$ cat config.mk
export PLATFORM = sky130hd
export DESIGN_NAME = tri_agetag_alloc
export DESIGN_NICKNAME = d
export VERILOG_FILES = /design/src/rtl/tri_agetag_alloc.sv
export SDC_FILE = /design/constraint.sdc
export NUM_CORES = 1
export LEC_CHECK = 0
export CORE_ASPECT_RATIO = 0.7
export CORE_MARGIN = 4
export CORE_UTILIZATION = 44
export DETAILED_ROUTE_END_ITERATION = 12
export GPL_TIMING_DRIVEN = 0
export HOLD_SLACK_MARGIN = 0.12
export PLACE_DENSITY_LB_ADDON = 0.05
export RECOVER_POWER = 100
export SYNTH_ARGS = -nofsm -noshare
export SYNTH_HDL_FRONTEND = slang
export SYNTH_SLANG_ARGS = --single-unit
$ cat constraint.sdc
create_clock -name clk -period 3.35 [get_ports clk]
set_clock_uncertainty 0.15 [all_clocks]
set_input_delay 0.5025 -clock clk [delete_from_list [all_inputs] [get_ports clk]]
set_output_delay 0.5025 -clock clk [all_outputs]
set_load 0.01 [all_outputs]
$ cat src/rtl/tri_agetag_alloc.sv
// In-order age-tag allocator: hands out wrapping SIZE-bit tags from tail, retires from head.
// Optional flush support is compiled in with `define TRI_AGETAG_FLUSH_EN.
module tri_agetag_alloc #(
  parameter int SIZE  = 8,
  parameter int DEPTH = 64
) (
  input  logic            clk,
  input  logic            rst_n,
  input  logic            alloc_val,
  output logic            alloc_rdy,
  output logic [SIZE-1:0] alloc_tag,
  input  logic [1:0]      retire_cnt,
  input  logic            flush_val,
  input  logic [SIZE-1:0] flush_tag,
  output logic            oldest_val,
  output logic [SIZE-1:0] oldest_tag,
  output logic [SIZE-1:0] count
);

  localparam logic [SIZE-1:0] W_DEPTH = SIZE'(DEPTH);
  localparam logic [SIZE-1:0] W_ONE   = SIZE'(1);

  logic [SIZE-1:0] r_head, r_tail, r_cnt;
  logic [SIZE-1:0] w_rc, w_ret, w_head_nxt, w_cnt_ret;
  logic [SIZE-1:0] w_tail_nxt, w_cnt_nxt, w_acc_inc;
  logic            w_space, w_acc;

  assign w_space    = (r_cnt < W_DEPTH);
  assign w_rc       = SIZE'(retire_cnt);
  // Retire saturates at the number of live tags.
  assign w_ret      = (w_rc > r_cnt) ? r_cnt : w_rc;
  assign w_head_nxt = r_head + w_ret;
  assign w_cnt_ret  = r_cnt - w_ret;
  assign w_acc      = alloc_val & alloc_rdy;
  assign w_acc_inc  = SIZE'(w_acc);

`ifdef TRI_AGETAG_FLUSH_EN
  logic [SIZE-1:0] w_off;
  logic            w_flush_hit;

  assign alloc_rdy   = w_space & ~flush_val;
  // Offset of the flush tag from the post-retire head; a tag retired this
  // cycle wraps to a large offset and so falls outside the window.
  assign w_off       = flush_tag - w_head_nxt;
  assign w_flush_hit = flush_val & (w_off < w_cnt_ret);

  always_comb begin
    w_tail_nxt = r_tail + w_acc_inc;
    w_cnt_nxt  = w_cnt_ret + w_acc_inc;
    if (w_flush_hit) begin
      w_tail_nxt = flush_tag + W_ONE;
      w_cnt_nxt  = w_off + W_ONE;
    end
  end
`else
  logic w_flush_unused;

  assign alloc_rdy      = w_space;
  assign w_flush_unused = ^{flush_val, flush_tag};

  always_comb begin
    w_tail_nxt = r_tail + w_acc_inc;
    w_cnt_nxt  = w_cnt_ret + w_acc_inc;
  end
`endif

  always_ff @(posedge clk or negedge rst_n) begin
    if (!rst_n) begin
      r_head <= '0;
      r_tail <= '0;
      r_cnt  <= '0;
    end else begin
      r_head <= w_head_nxt;
      r_tail <= w_tail_nxt;
      r_cnt  <= w_cnt_nxt;
    end
  end

  assign alloc_tag  = r_tail;
  assign oldest_val = (r_cnt != '0);
  assign oldest_tag = r_head;
  assign count      = r_cnt;

endmodule
==> key figures <==
Layout
  – Synthesis-to-layout area growth: 31.7%
  – FF/Latch Area: ~600 µm²
  – Ant diodes: 0
  – Nets: 233
  – Layout cells sized above 1: 14.6%
  – Fin util: a little over three fifths
  – Multi-input gate area: ~960 µm²
  – Fillers: 274

Global routing
  – Gr usage total: around 15%
  – Pin count of the biggest net entering global routing: 25
  – Initial antenna violation count: 0
  – Vias in the first global route: 1159
  – GR Overflow Total: 0
  – First-pass GRT wire length: about 5300 µm

Route
  – DR WL/cell: 13.7 µm
  – Post-Route WL: 3280 µm
  – Vias: roughly 1200
  – Vias per inst: roughly 5
  – Iter 0 DRT Violations: 27
  – 1st-pass router iterations: 4
  – Post-route ant nets: 0
  – DRC Markers: 0

Hold path
  – Hold path startpoint: alloc_tag[7]$_DFF_PN0_
  – WHS Path Cells: 1
  – Hold path endpoint: alloc_tag[7]$_DFF_PN0_
  – HP Class: flip-flop to flip-flop

Yosys
  – Simple-gate share of the synthesized area: roughly 14%
  – Gate Count Post-Synth: roughly 150
  – Multiplexer share of the synthesized area: 2.06%
  – Synthesized flop and latch total: 24
  – Post-Synth XOR/XNOR Area: between 8 and 9%
  – Warnings, synthesis: 0
  – Ys async rst share: 100%
  – Post-synth EDFFs: 0
  – Most common cell in the synthesized netlist: dfrtp_1
  – Prevailing post-synth register cell: dfrtp_1
  – Post-Synth Adder-Cell Area: about a fifth
  – Largest family of logic cells by synthesized area: adder cells
  – Yosys top cell by area: dfrtp_1
  – Post-synthesis cell area: about 1600 µm²
  – Count of cell types in the netlist: 34
  – Syn_nets: about 190
  – Sequential area share after synthesis: a little under two fifths
  – Synth Area in Compound Gates: 11.2%
  – Most frequent cells after synthesis: dfrtp_1 (24), ha_1 (23), inv_1 (19), xnor2_1 (10), nor2_1 (9)
  – Area contributors post-synth: dfrtp_1 (38%), ha_1 (18%), xnor2_1 (5.5%)
  – Synth top area share: between 30% and 40%
  – Syn Area/Cell: 10.3 µm²

Clocking
  – CTS sink cnt: 24
  – CTS tree: yes
  – Cts bufs inserted: 3
  – H-tree depth: 1
  – CTS clk-pin slew, worst paths: about 80 ps
  – Worst skew pair latency: approximately 260 ps
  – CTS Hold Bufs: 0
  – Clk buf depth: 2
  – Root buf cell: clkbuf_8

Worst setup path
  – Arr. time, crit path: about 3200 ps
  – Req. time, crit path: 3340 ps
  – Reg2Reg Setup Slack: about 130 ps
  – CP startpoint: count[1]$_DFF_PN0_
  – Worst r2r dst: count[6]$_DFF_PN0_
  – Crit end category: flip-flop
  – CP startpoint kind: flip-flop
  – CP max FO: 5
  – Setup Crit Path Kind: flip-flop to flip-flop
  – Reg2Reg Depth: 15
  – R2R Path Start: count[1]$_DFF_PN0_

Power and ir drop
  – Clock power frac: under 10%
  – Sw Share: between 40% and 50%
  – Pleak: about 1.0 nW
  – Flop pwr share: 27.4%
  – PwrDens: 953 nW/µm²
  – Internal power: 1.16 mW
  – Sw power: about 0.82 mW
  – Comb pwr share: between 60 and 70%
  – Peak VDD IR: 0.559 mV

STA
  – Slew Viols, Final: 0
  – Max-Slew Margin vs Limit: 25.7%
  – Period utilization: between 90% and 100%
  – Worst-Margin Slew: between 1000 and 1500 ps
  – RSZ-0062 raised after global routing: false
  – Achievable clock frequency: approximately 0.31 GHz
  – Hold Violations, Final: 0
  – Setup violations, final: 0
  – Hold slack: between 300 and 400 ps
  – Tmin final: around 3200 ps

Die
  – Die Area: approximately 4600 µm²
  – # IOs: 40
  – Die Ht: between 50 and 60 µm
  – Core Area: about 3300 µm²
  – Row cnt: 17
  – Initial core utilization: a little under half
  – Die Width: approximately 80 µm

Placed design
  – GPL Wtd Cong: 0.730
  – PortBufs: 30
  – Final HPWL DP: between 2000 and 3000 µm

Job
  – MaxCap Viol Count: 0

Status
  – Outcome: completed
[cell type report]
cell class / count / area share, %
Clock buffer: 3 / 1.98
Inverter: 19 / 3.43
Multi-Input combinational cell: 109 / 46.1
Sequential cell: 24 / 28.9
Tap cell: 47 / 2.83
Timing Repair Buffer: 37 / 16.8
[placed cells by master, fill, tap and decap left out, types with 2 or more instances in the layout]
cell type      synthesis  final
nand3b_1               3      3
o21ai_0                2      2
a21o_1                 4      4
and2_1                 5      5
and3_1                 3      2
a21oi_1                5      4
inv_2                  0      2
a221oi_1               1      2
xor2_1                 6      6
ha_1                  23     21
buf_4                  1      6
dfrtp_1               24     24
clkbuf_8               0      3
nor2_1                 9      9
o211ai_1               3      3
dlygate4sd3_1          0     27
nand3_1                3      3
nand2b_1               6      5
xnor2_1               10     10
nand2_1                6      6
a21oi_2                3      3
inv_1                 19     17
[worst max-delay path: stages, from the launching register on]
cell and delay, ps:
dfrtp_1 420, inv_2 70, ha_4 280, nor2b_4 150, o21ai_2 60, a21oi_2 160
mux2_4 330, ha_1 300, inv_1 70, ha_1 170, inv_2 50, fa_2 340
nand2b_4 160, a21oi_4 160, o21a_1 140, o311ai_1 100
[sequential cells by signal, indices dropped and copies added (netlist names)]
register and count:
alloc_tag 8, count 8, oldest_tag 8
[logic make-up (layout without fill, tap and decap cells)]
kind of cell	count (synthesis)	in the layout
buffers and inverters	20	59
AO/OA/AOI/OAI	24	24
XOR/XNOR	16	16
flip-flops	24	24
AND/OR/NAND/NOR	41	41
adder cells (fa/ha/maj)	25	25
multiplexers	3	3
[per-stage QoR]
step / area, µm² / power [mW] / worst slack [ps] / setup TNS [ps] / cells
floorplan: 1580 / 1.29 / 16.5 / 0 / 153
global placement: 1940 / 1.69 / -644 / -2590 / 230
detailed placement: 1940 / 1.74 / -763 / -3700 / 230
CTS: 2070 / 2.01 / 56.8 / 0 / 238
global route: 2080 / 2.16 / 11.0 / 0 / 239
finish: 2080 / 1.98 / 130 / 0 / 239
[per-layer routing]
metal  track usage [%]  vias to the layer above  wire length (µm)
met5                 0                        -                 0
met4              1.96                        0                11
met3              4.04                        2               128
met2              23.4                       15              1540
met1              20.4                      553              1600
li1                  -                      600                 -
[worst max-delay path by stage]
| stage | end | cells past startpoint | slack (ps) |
|---|---|---|---|
| 2_1_floorplan | count[6]$_DFF_PN0_ | 14 | 20 |
| 3_3_place_gp | count[6]$_DFF_PN0_ | 15 | -640 |
| 3_5_place_dp | count[6]$_DFF_PN0_ | 15 | -760 |
| 4_1_cts | count[6]$_DFF_PN0_ | 15 | 60 |
| 5_1_grt | count[6]$_DFF_PN0_ | 15 | 10 |
| 6_report | count[6]$_DFF_PN0_ | 15 | 130 |
[repair_timing]
item	in CTS	in global routing
cloned	0	0
pin swaps	3	8
setup buffers	5	2
endpoints found under the setup margin	6	4
resized for setup	13	8
[power groups by stage]
stage	Combinational (mW)	Sequential (mW)	Clock, mW
finish	1.27	0.544	0.169
global route	1.40	0.567	0.192
CTS	1.28	0.552	0.174
detailed placement	1.18	0.558	0
global placement	1.13	0.551	0
floorplan	0.701	0.593	0
Note: power is estimated with default switching activity, not from simulation.
